<file path="src/rtl/layer_scan_sched_if.sv">
// Scheduler-side bundle: RAM read port, pixel stream to the bit encoder, chain select and frame status.
interface layer_scan_sched_if #(
  parameter int LAYER_NUM = 8,
  parameter int WORD_NUM  = 64
);
  localparam int LW = $clog2(LAYER_NUM);
  localparam int WW = $clog2(WORD_NUM);

  logic                 frame_rdy_in;
  logic                 ram_rd_en_out;
  logic [LW+WW:0]       ram_rd_addr_out;
  logic [23:0]          ram_rd_data_in;
  logic                 pix_vld_out;
  logic [23:0]          pix_data_out;
  logic                 pix_rdy_in;
  logic                 enc_busy_in;
  logic [LAYER_NUM-1:0] layer_en_out;
  logic                 disp_bank_out;
  logic                 busy_out;
  logic                 frame_done_out;

  modport master (
    input  frame_rdy_in, ram_rd_data_in, pix_rdy_in, enc_busy_in,
    output ram_rd_en_out, ram_rd_addr_out, pix_vld_out, pix_data_out,
           layer_en_out, disp_bank_out, busy_out, frame_done_out
  );

  modport slave (
    output frame_rdy_in, ram_rd_data_in, pix_rdy_in, enc_busy_in,
    input  ram_rd_en_out, ram_rd_addr_out, pix_vld_out, pix_data_out,
           layer_en_out, disp_bank_out, busy_out, frame_done_out
  );
endinterface

</file>
<file path="src/rtl/layer_scan_sched.sv">
// Double-buffered layer scan: swaps bank per frame, streams each layer's words to the encoder, then holds the latch gap.
// Each pixel costs RD/CAP/SEND (>=3 cycles); SEND holds pix_data_out until pix_rdy_in.
module layer_scan_sched #(
  parameter int LAYER_NUM = 8,
  parameter int WORD_NUM  = 64,
  parameter int LATCH_CYC = 4000
) (
  input  logic               clk_in,
  input  logic               rst_in,
  layer_scan_sched_if.master bus
);
  localparam int LW  = $clog2(LAYER_NUM);
  localparam int WW  = $clog2(WORD_NUM);
  localparam int LCW = $clog2(LATCH_CYC + 1);
  localparam logic [LW-1:0]  LAYER_LAST = LW'(LAYER_NUM - 1);
  localparam logic [WW-1:0]  WORD_LAST  = WW'(WORD_NUM - 1);
  localparam logic [LCW-1:0] LATCH_LOAD = LCW'(LATCH_CYC - 1);

  typedef enum logic [2:0] {
    S_IDLE, S_SWAP, S_RD, S_CAP, S_SEND, S_DRAIN, S_LATCH, S_DONE
  } state_e;

  state_e          state_q, state_d;
  logic            bank_q, bank_d;
  logic            pend_q, pend_d;
  logic            vld_q, vld_d;
  logic [23:0]     data_q, data_d;
  logic [LW-1:0]   layer_q, layer_d;
  logic [WW-1:0]   word_q, word_d;
  logic [LCW-1:0]  latch_q, latch_d;

  always_ff @(posedge clk_in or posedge rst_in) begin
    if (rst_in) begin
      state_q <= S_IDLE;
      bank_q  <= 1'b0;
      pend_q  <= 1'b0;
      vld_q   <= 1'b0;
      data_q  <= '0;
      layer_q <= '0;
      word_q  <= '0;
      latch_q <= '0;
    end else begin
      state_q <= state_d;
      bank_q  <= bank_d;
      pend_q  <= pend_d;
      vld_q   <= vld_d;
      data_q  <= data_d;
      layer_q <= layer_d;
      word_q  <= word_d;
      latch_q <= latch_d;
    end
  end

  always_comb begin
    state_d = state_q;
    bank_d  = bank_q;
    pend_d  = pend_q;
    vld_d   = vld_q;
    data_d  = data_q;
    layer_d = layer_q;
    word_d  = word_q;
    latch_d = latch_q;

    // A frame finishing while we scan is remembered once; IDLE/DONE act on it directly.
    if (state_q == S_SWAP) begin
      pend_d = bus.frame_rdy_in;
    end else if (state_q != S_IDLE && state_q != S_DONE) begin
      pend_d = pend_q | bus.frame_rdy_in;
    end

    case (state_q)
      S_IDLE: begin
        if (bus.frame_rdy_in || pend_q) state_d = S_SWAP;
      end
      S_SWAP: begin
        bank_d  = ~bank_q;
        layer_d = '0;
        word_d  = '0;
        state_d = S_RD;
      end
      S_RD: begin
        state_d = S_CAP;
      end
      S_CAP: begin
        data_d  = bus.ram_rd_data_in;
        vld_d   = 1'b1;
        state_d = S_SEND;
      end
      S_SEND: begin
        if (bus.pix_rdy_in) begin
          vld_d = 1'b0;
          if (word_q == WORD_LAST) begin
            word_d  = '0;
            state_d = S_DRAIN;
          end else begin
            word_d  = word_q + WW'(1);
            state_d = S_RD;
          end
        end
      end
      S_DRAIN: begin
        if (!bus.enc_busy_in) begin
          latch_d = LATCH_LOAD;
          state_d = S_LATCH;
        end
      end
      S_LATCH: begin
        if (latch_q == '0) begin
          if (layer_q == LAYER_LAST) begin
            state_d = S_DONE;
          end else begin
            layer_d = layer_q + LW'(1);
            state_d = S_RD;
          end
        end else begin
          latch_d = latch_q - LCW'(1);
        end
      end
      S_DONE: begin
        state_d = (pend_q || bus.frame_rdy_in) ? S_SWAP : S_IDLE;
      end
    endcase
  end

  logic layer_act;
  assign layer_act = (state_q == S_RD) || (state_q == S_CAP) || (state_q == S_SEND) ||
                     (state_q == S_DRAIN) || (state_q == S_LATCH);

  assign bus.ram_rd_en_out   = (state_q == S_RD);
  assign bus.ram_rd_addr_out = {bank_q, layer_q, word_q};
  assign bus.pix_vld_out     = vld_q;
  assign bus.pix_data_out    = data_q;
  assign bus.layer_en_out    = layer_act ? ({{(LAYER_NUM-1){1'b0}}, 1'b1} << layer_q) : '0;
  assign bus.disp_bank_out   = bank_q;
  assign bus.busy_out        = (state_q != S_IDLE);
  assign bus.frame_done_out  = (state_q == S_DONE);
endmodule

</file>
<file path="src/flat_wrapper.sv">
// flat-port wrapper written by rule: the top's interface ports become plain ports
module layer_scan_sched_flat 
#(
  parameter int LAYER_NUM = 8,
  parameter int WORD_NUM  = 64,
  parameter int LATCH_CYC = 4000
)
  (clk_in, rst_in, bus_frame_rdy_in, bus_ram_rd_data_in, bus_pix_rdy_in, bus_enc_busy_in, bus_ram_rd_en_out, bus_ram_rd_addr_out, bus_pix_vld_out, bus_pix_data_out, bus_layer_en_out, bus_disp_bank_out, bus_busy_out, bus_frame_done_out);
  layer_scan_sched_if #(.LAYER_NUM(LAYER_NUM), .WORD_NUM(WORD_NUM)) bus_i ();
  input  logic clk_in;
  input  logic rst_in;
  input wire logic [$bits(bus_i.frame_rdy_in)-1:0] bus_frame_rdy_in;
  input wire logic [$bits(bus_i.ram_rd_data_in)-1:0] bus_ram_rd_data_in;
  input wire logic [$bits(bus_i.pix_rdy_in)-1:0] bus_pix_rdy_in;
  input wire logic [$bits(bus_i.enc_busy_in)-1:0] bus_enc_busy_in;
  output wire logic [$bits(bus_i.ram_rd_en_out)-1:0] bus_ram_rd_en_out;
  output wire logic [$bits(bus_i.ram_rd_addr_out)-1:0] bus_ram_rd_addr_out;
  output wire logic [$bits(bus_i.pix_vld_out)-1:0] bus_pix_vld_out;
  output wire logic [$bits(bus_i.pix_data_out)-1:0] bus_pix_data_out;
  output wire logic [$bits(bus_i.layer_en_out)-1:0] bus_layer_en_out;
  output wire logic [$bits(bus_i.disp_bank_out)-1:0] bus_disp_bank_out;
  output wire logic [$bits(bus_i.busy_out)-1:0] bus_busy_out;
  output wire logic [$bits(bus_i.frame_done_out)-1:0] bus_frame_done_out;
  assign bus_i.frame_rdy_in = bus_frame_rdy_in;
  assign bus_i.ram_rd_data_in = bus_ram_rd_data_in;
  assign bus_i.pix_rdy_in = bus_pix_rdy_in;
  assign bus_i.enc_busy_in = bus_enc_busy_in;
  assign bus_ram_rd_en_out = bus_i.ram_rd_en_out;
  assign bus_ram_rd_addr_out = bus_i.ram_rd_addr_out;
  assign bus_pix_vld_out = bus_i.pix_vld_out;
  assign bus_pix_data_out = bus_i.pix_data_out;
  assign bus_layer_en_out = bus_i.layer_en_out;
  assign bus_disp_bank_out = bus_i.disp_bank_out;
  assign bus_busy_out = bus_i.busy_out;
  assign bus_frame_done_out = bus_i.frame_done_out;
  layer_scan_sched #(.LAYER_NUM(LAYER_NUM), .WORD_NUM(WORD_NUM), .LATCH_CYC(LATCH_CYC)) u_core (.clk_in(clk_in), .rst_in(rst_in), .bus(bus_i));
endmodule
</file>
<file path="config.mk">
export PLATFORM = sky130hd
export DESIGN_NAME = layer_scan_sched_flat
export DESIGN_NICKNAME = d
export VERILOG_FILES = /design/src/rtl/layer_scan_sched_if.sv /design/src/rtl/layer_scan_sched.sv /design/src/flat_wrapper.sv
export SDC_FILE = /design/constraint.sdc
export NUM_CORES = 1
export LEC_CHECK = 0
export BUFFER_PORTS_ARGS = -buffer_cell sky130_fd_sc_hd__buf_4
export CORE_MARGIN = 2
export CORE_UTILIZATION = 35
export DETAILED_ROUTE_END_ITERATION = 8
export PLACE_DENSITY = 0.57
export SLEW_MARGIN = 10
export SYNTH_ARGS = -nofsm -noshare
export SYNTH_HDL_FRONTEND = slang
export SYNTH_SLANG_ARGS = --single-unit
</file>
<file path="constraint.sdc">
create_clock -name clk_in -period 5 [get_ports clk_in]
set_input_delay 1.25 -clock clk_in [delete_from_list [all_inputs] [get_ports clk_in]]
set_output_delay 1.25 -clock clk_in [all_outputs]
set_load 0.03 [all_outputs]
</file>
# Word level (Yosys, flattened, before mapping)
# Index checks and enable logic that the tools add are counted.
[classes]
addsub = 3
n_eq_ne = 16
n_reduce_logical = 19
bitwise_logic = 2
n_mux = 22
shift = 1
[ops]
columns = ["op", "n"]
rows = [
  ["$mux 12", 2],
  ["$mux 3", 8],
  ["$pmux 12 s2", 1],
  ["$pmux 3 s8", 1],
  ["$eq 3x3->1 const B", 5],
  ["$logic_not 12->1", 1],
  ["$mux 6", 2],
  ["$pmux 6 s2", 1],
  ["$sub 12x1->12 const B", 1],
  ["$reduce_bool 2->1", 5],
  ["$mux 8", 1],
  ["$ne 2x2->1 const B", 4],
  ["$shl 1x3->8 const A", 1],
  ["$add 6x1->6 const B", 1],
  ["$eq 3x2->1 const B", 2],
  ["$eq 6x6->1 const B", 1],
  ["$pmux 3 s2", 1],
  ["$reduce_and 3->1", 2],
  ["$logic_or 1x1->1", 5],
  ["$mux 1", 4],
  ["$ne 2x1->1 const B", 2],
  ["$reduce_and 2->1", 2],
  ["$reduce_and 4->1", 1],
  ["$add 3x1->3 const B", 1],
  ["other kinds (8)", 8],
]
[word_totals]
regBits = 51
out_inout_bits = 47
in_bits = 29
wordCells = 71

# Logic depth before layout (Yosys ltp)
[logic_depth]
ltp_word = 6
depth_mapped = 8

# Least setup slack after synthesis
# Ideal clock, no wire load.
[synth_timing]
kind = "reg2out"
start = "register u_core.state_q[1]"
end = "output bus_layer_en_out[0]"
n_path_buf = 2
slack_ps = 2084
path_stages_with_launch = 7
arrival_ps = 1666
path_cell_list = "dfrtp_1 buf_4 clkbuf_1 inv_1 ha_1 a21oi_1 and2_1"
[synth_between]
elab_chain_cells = 6
word_cells_on_any_way = 10
[synth_rtl]
columns = ["element", "line", "source"]
rows = [
  ["start: declaration", "layer_scan_sched.sv:23", "state_e state_q, state_d;"],
  ["start signal: assignment", "layer_scan_sched.sv:43", "state_q <= state_d;"],
  ["$eq 3x2->1", "layer_scan_sched.sv:126", "assign layer_act = (state_q == S_RD) || (state_q == S_CAP) || (state_q == S_SEND) ||"],
  ["$logic_or 1x1->1 (3 in a row)", "layer_scan_sched.sv:126", ""],
  ["$logic_or 1x1->1 (*)", "layer_scan_sched.sv:127", "(state_q == S_DRAIN) || (state_q == S_LATCH);"],
  ["$mux 8 (*)", "layer_scan_sched.sv:133", "assign bus.layer_en_out = layer_act ? ({{(LAYER_NUM-1){1'b0}}, 1'b1} << layer_q) : '0;"],
  ["end: declaration", "flat_wrapper.sv:20", "output wire logic [$bits(bus_i.layer_en_out)-1:0] bus_layer_en_out;"],
]
# Mark *: on every way between the ends. The rest lies on a longest branch, timed or not.

# Worst setup path after layout
# Same ends and word-level chain as after synthesis.

==> results.rst <==
.. list-table::
   :header-rows: 1

   * - Metric
     - Value
   * - Root buffer cell
     - clkbuf_8
   * - Accumulated negative setup slack
     - 0 ns
   * - Residual antenna-violating net count after detailed routing
     - 0
   * - Setup-violating endpoint count in the final report
     - 0
   * - X dimension of the die
     - 91.7 um
   * - Proportion of total power due to net switching
     - 0.410
   * - Gate power share
     - 0.462
   * - Leakage component of the power
     - 1.58 nW
   * - Area share of the largest cell type after synthesis
     - 0.474
   * - Total power
     - 1.96 mW
   * - FP Rows
     - 31
   * - Mapped Area
     - 0.00269 mm^2
   * - Buffers inserted by post-CTS timing repair
     - 0
   * - Clock transition at the registers of the reported paths
     - 0.10 ns
   * - Portion of total power attributed to the clock network
     - 0.174
   * - Final slew viol count
     - 0
   * - Crit path largest cell delay
     - 0.74 ns
   * - DR vias
     - 2075
   * - Most frequent standard cell in the layout excluding fill and tap cells
     - buf_4
   * - Status
     - complete, no violations
   * - Final-report hold violation count
     - 0
   * - Register area share after synthesis
     - 0.474
   * - Arrival time reported for the critical path endpoint
     - 2.08 ns
   * - Maximum clock path buffer count
     - 2
   * - Share of power burned in registers
     - 0.364
   * - Crit path time final
     - 3.33 ns
   * - CTS tree
     - yes
   * - Count of routing violations after the opening detailed-route iteration
     - 77
   * - Max Fclk
     - 300 MHz
   * - Top cells by area, synth
     - dfrtp_1, mux2_2, ha_1, o21ai_0, nand2_1
   * - Vias in the first global route
     - 1978
   * - Maximum net fanout on the critical path
     - 20
   * - Sink Count
     - 51
   * - Number of maximum-capacitance constraint violations
     - 0
   * - Detail-routed net length per standard cell
     - 14.0 um
   * - Count of input and output buffers
     - 75
   * - Total wirelength of the detailed-routed design
     - 5850 um
   * - Remaining Overflow, GRT
     - 0
   * - Headroom to the max-slew limit
     - 0.572
   * - # resized after CTS
     - 0
   * - Number of diodes
     - 0
   * - Post-Place Cell Area
     - 0.00334 mm^2
   * - Hold Path Class
     - reg -> reg
   * - H-tree levels
     - 2
   * - Initial core utilization
     - 0.365
   * - Syn_nets
     - 285
   * - Cts bufs inserted
     - 5
   * - Die Height
     - 91.7 um
   * - Ratio of total power to cell area
     - 564 mW/mm^2
   * - Fraction of final layout cells with drive strength greater than 1
     - 0.377
   * - Fraction of registers with async set or reset after synthesis
     - 1.00
   * - Layout net count
     - 358
   * - Cell count after synthesis
     - 244
   * - Synthesis Warnings
     - 0
   * - Required arrival time at the worst endpoint
     - 3.75 ns
   * - Die outline area
     - 0.00841 mm^2
   * - Cell Int Power
     - 1.16 mW
   * - GP Congestion
     - 0.766
   * - Part of the cycle the worst path needs
     - 0.667
   * - Largest area contributor in the synthesized netlist
     - dfrtp_1
   * - Total I/O pin count
     - 76
   * - Number of enable flip-flop cells after synthesis
     - 0
   * - Count of hold-fix buffers inserted at cts
     - 0
   * - Latest clock arrival within the worst-skew pair
     - 0.30 ns
   * - Total core area
     - 0.00737 mm^2
   * - List of cells traversed by the critical path
     - inv_1, ha_1, a21oi_1, and2_1, buf_4
   * - Transition at the pin with the smallest max-transition slack
     - 0.642 ns
   * - #FFs+latches synth
     - 51
   * - Critical path class
     - reg -> out
   * - Mean Syn Cell Area
     - 11.0 um^2
   * - Maximum number of pins on one net before global-route repair
     - 52
   * - Distinct cell type count of the synthesized netlist
     - 54
   * - Switching pwr
     - 0.804 mW
   * - DRC errors left
     - 0
   * - Global router's overall resource usage
     - 0.142
   * - Number of antenna violations at the first check in global routing
     - 0
   * - Commonest cells after routing, fill and taps aside
     - buf_4, dfrtp_1, mux2_2
   * - Final standard cell area without fillers
     - 0.00347 mm^2
   * - Critical Path Start Type
     - flop
   * - First-pass GRT wire length
     - 9620 um
   * - Estimated wirelength of the detail-placed design
     - 4240 um
   * - Post-synth top flop
     - dfrtp_1
   * - Cell with the biggest individual delay on the critical path
     - dfrtp_1
   * - Worst-case clock skew
     - 0.00931 ns
   * - Critical Path End Type
     - output pin
   * - Setup repair after global routing missed its margin
     - false
   * - Ratio of routed vias to standard cells
     - 4.98
   * - First drt pass iteration count
     - 4
   * - Signed area change from the synthesized netlist to the final layout
     - 29.0%
   * - Worst vdd ir
     - 0.282 mV
## sequential cells by signal, summed over array words and instances (netlist names)
register,cells
u_core.bus.pix_data_out,24
u_core.latch_q,12
u_core.word_q,6
u_core.layer_q,3
u_core.state_q,3
u_core.bus.disp_bank_out,1
u_core.bus.pix_vld_out,1
u_core.pend_q,1
## synthesized netlist by cell type (2+ instances only)
master	instances
inv_1	10
nand3b_1	4
o21bai_1	2
dfrtp_1	51
nand3_1	9
a21oi_1	10
and3_1	6
nand2b_1	4
a21o_1	2
o31ai_1	6
a31o_2	2
and2_1	5
nor4_1	2
nor2_1	6
mux2i_1	3
nand2_1	16
or3b_1	3
or3_1	3
a31oi_1	3
ha_1	12
or4_1	2
buf_4	2
buf_2	6
xor2_1	2
and3b_1	2
clkbuf_1	3
o21ai_0	12
nor3_1	7
mux2_2	24
## worst max-delay path: cells and delay by family, from the launching register on
family | cells | cell delay [ns]
AND/OR/NAND/NOR | 1 | 0.15
AO/OA/AOI/OAI | 1 | 0.18
adder cells (fa/ha/maj) | 1 | 0.36
flip-flops | 1 | 0.74
buffers and inverters | 2 | 0.35
## worst paths after layout
kind	from	to	slack, ns	depth (start not counted)
worst max-delay path	u_core.state_q[1]	bus_layer_en_out[0]	1.67	5
worst min-delay path	u_core.bus.pix_data_out[2]	u_core.bus.pix_data_out[2]	0.51	1
worst max register to register	u_core.state_q[1]	u_core.latch_q[1]	2.79	4
worst min register to register	u_core.bus.pix_data_out[2]	u_core.bus.pix_data_out[2]	0.51	1
max in group asynchronous	rst_in	u_core.word_q[5]	3.45	3
min in group asynchronous	rst_in	u_core.latch_q[2]	1.12	3
## final cells by class
| cell class | instances | area (um^2) |
|---|---|---|
| Clock inverter | 3 | 67.6 |
| Inverter | 10 | 37.5 |
| Timing Repair Buffer | 77 | 578 |
| Clock buffer | 5 | 68.8 |
| Multi-Input combinational cell | 172 | 1320 |
| Tap cell | 99 | 124 |
| Sequential cell | 51 | 1280 |
| Fill cell | 716 | 3890 |
## layer usage
layer  up-vias  GRT usage  part of all wire  wire (um)
met5         -          0                 0          0
met4         0     0.0448             0.012         69
met3         4     0.0271             0.039        230
met2        44      0.234              0.47       2780
met1       988      0.188              0.47       2770
li1       1039          -                 -          -
## power groups by stage
stage	Clock, mW	Combinational (mW)	Sequential (mW)
floorplan	0	0.438	0.895
global placement	0	0.913	0.714
detailed placement	0	0.916	0.722
CTS	0.352	0.918	0.713
global route	0.370	0.976	0.744
finish	0.341	0.906	0.714
## metrics by stage
stage	util	hold slack (ns)	worst slack [ns]	std cells
final	0.471	0.512	1.67	417
after detailed placement	0.453	0.494	2.04	409
after global routing	0.471	0.529	1.51	417
after CTS	0.471	0.517	1.68	417
after floorplan	-	0.500	2.08	244
after global placement	0.453	0.489	2.09	409
## cells by family after synthesis
kind of cell / after synthesis / share of synthesized area
AND/OR/NAND/NOR: 79 / 0.182
AO/OA/AOI/OAI: 50 / 0.128
XOR/XNOR: 3 / 0.00976
flip-flops: 51 / 0.474
buffers and inverters: 21 / 0.0349
multiplexers: 28 / 0.116
adder cells (fa/ha/maj): 12 / 0.0558
Power figures use the tool's default switching activity.
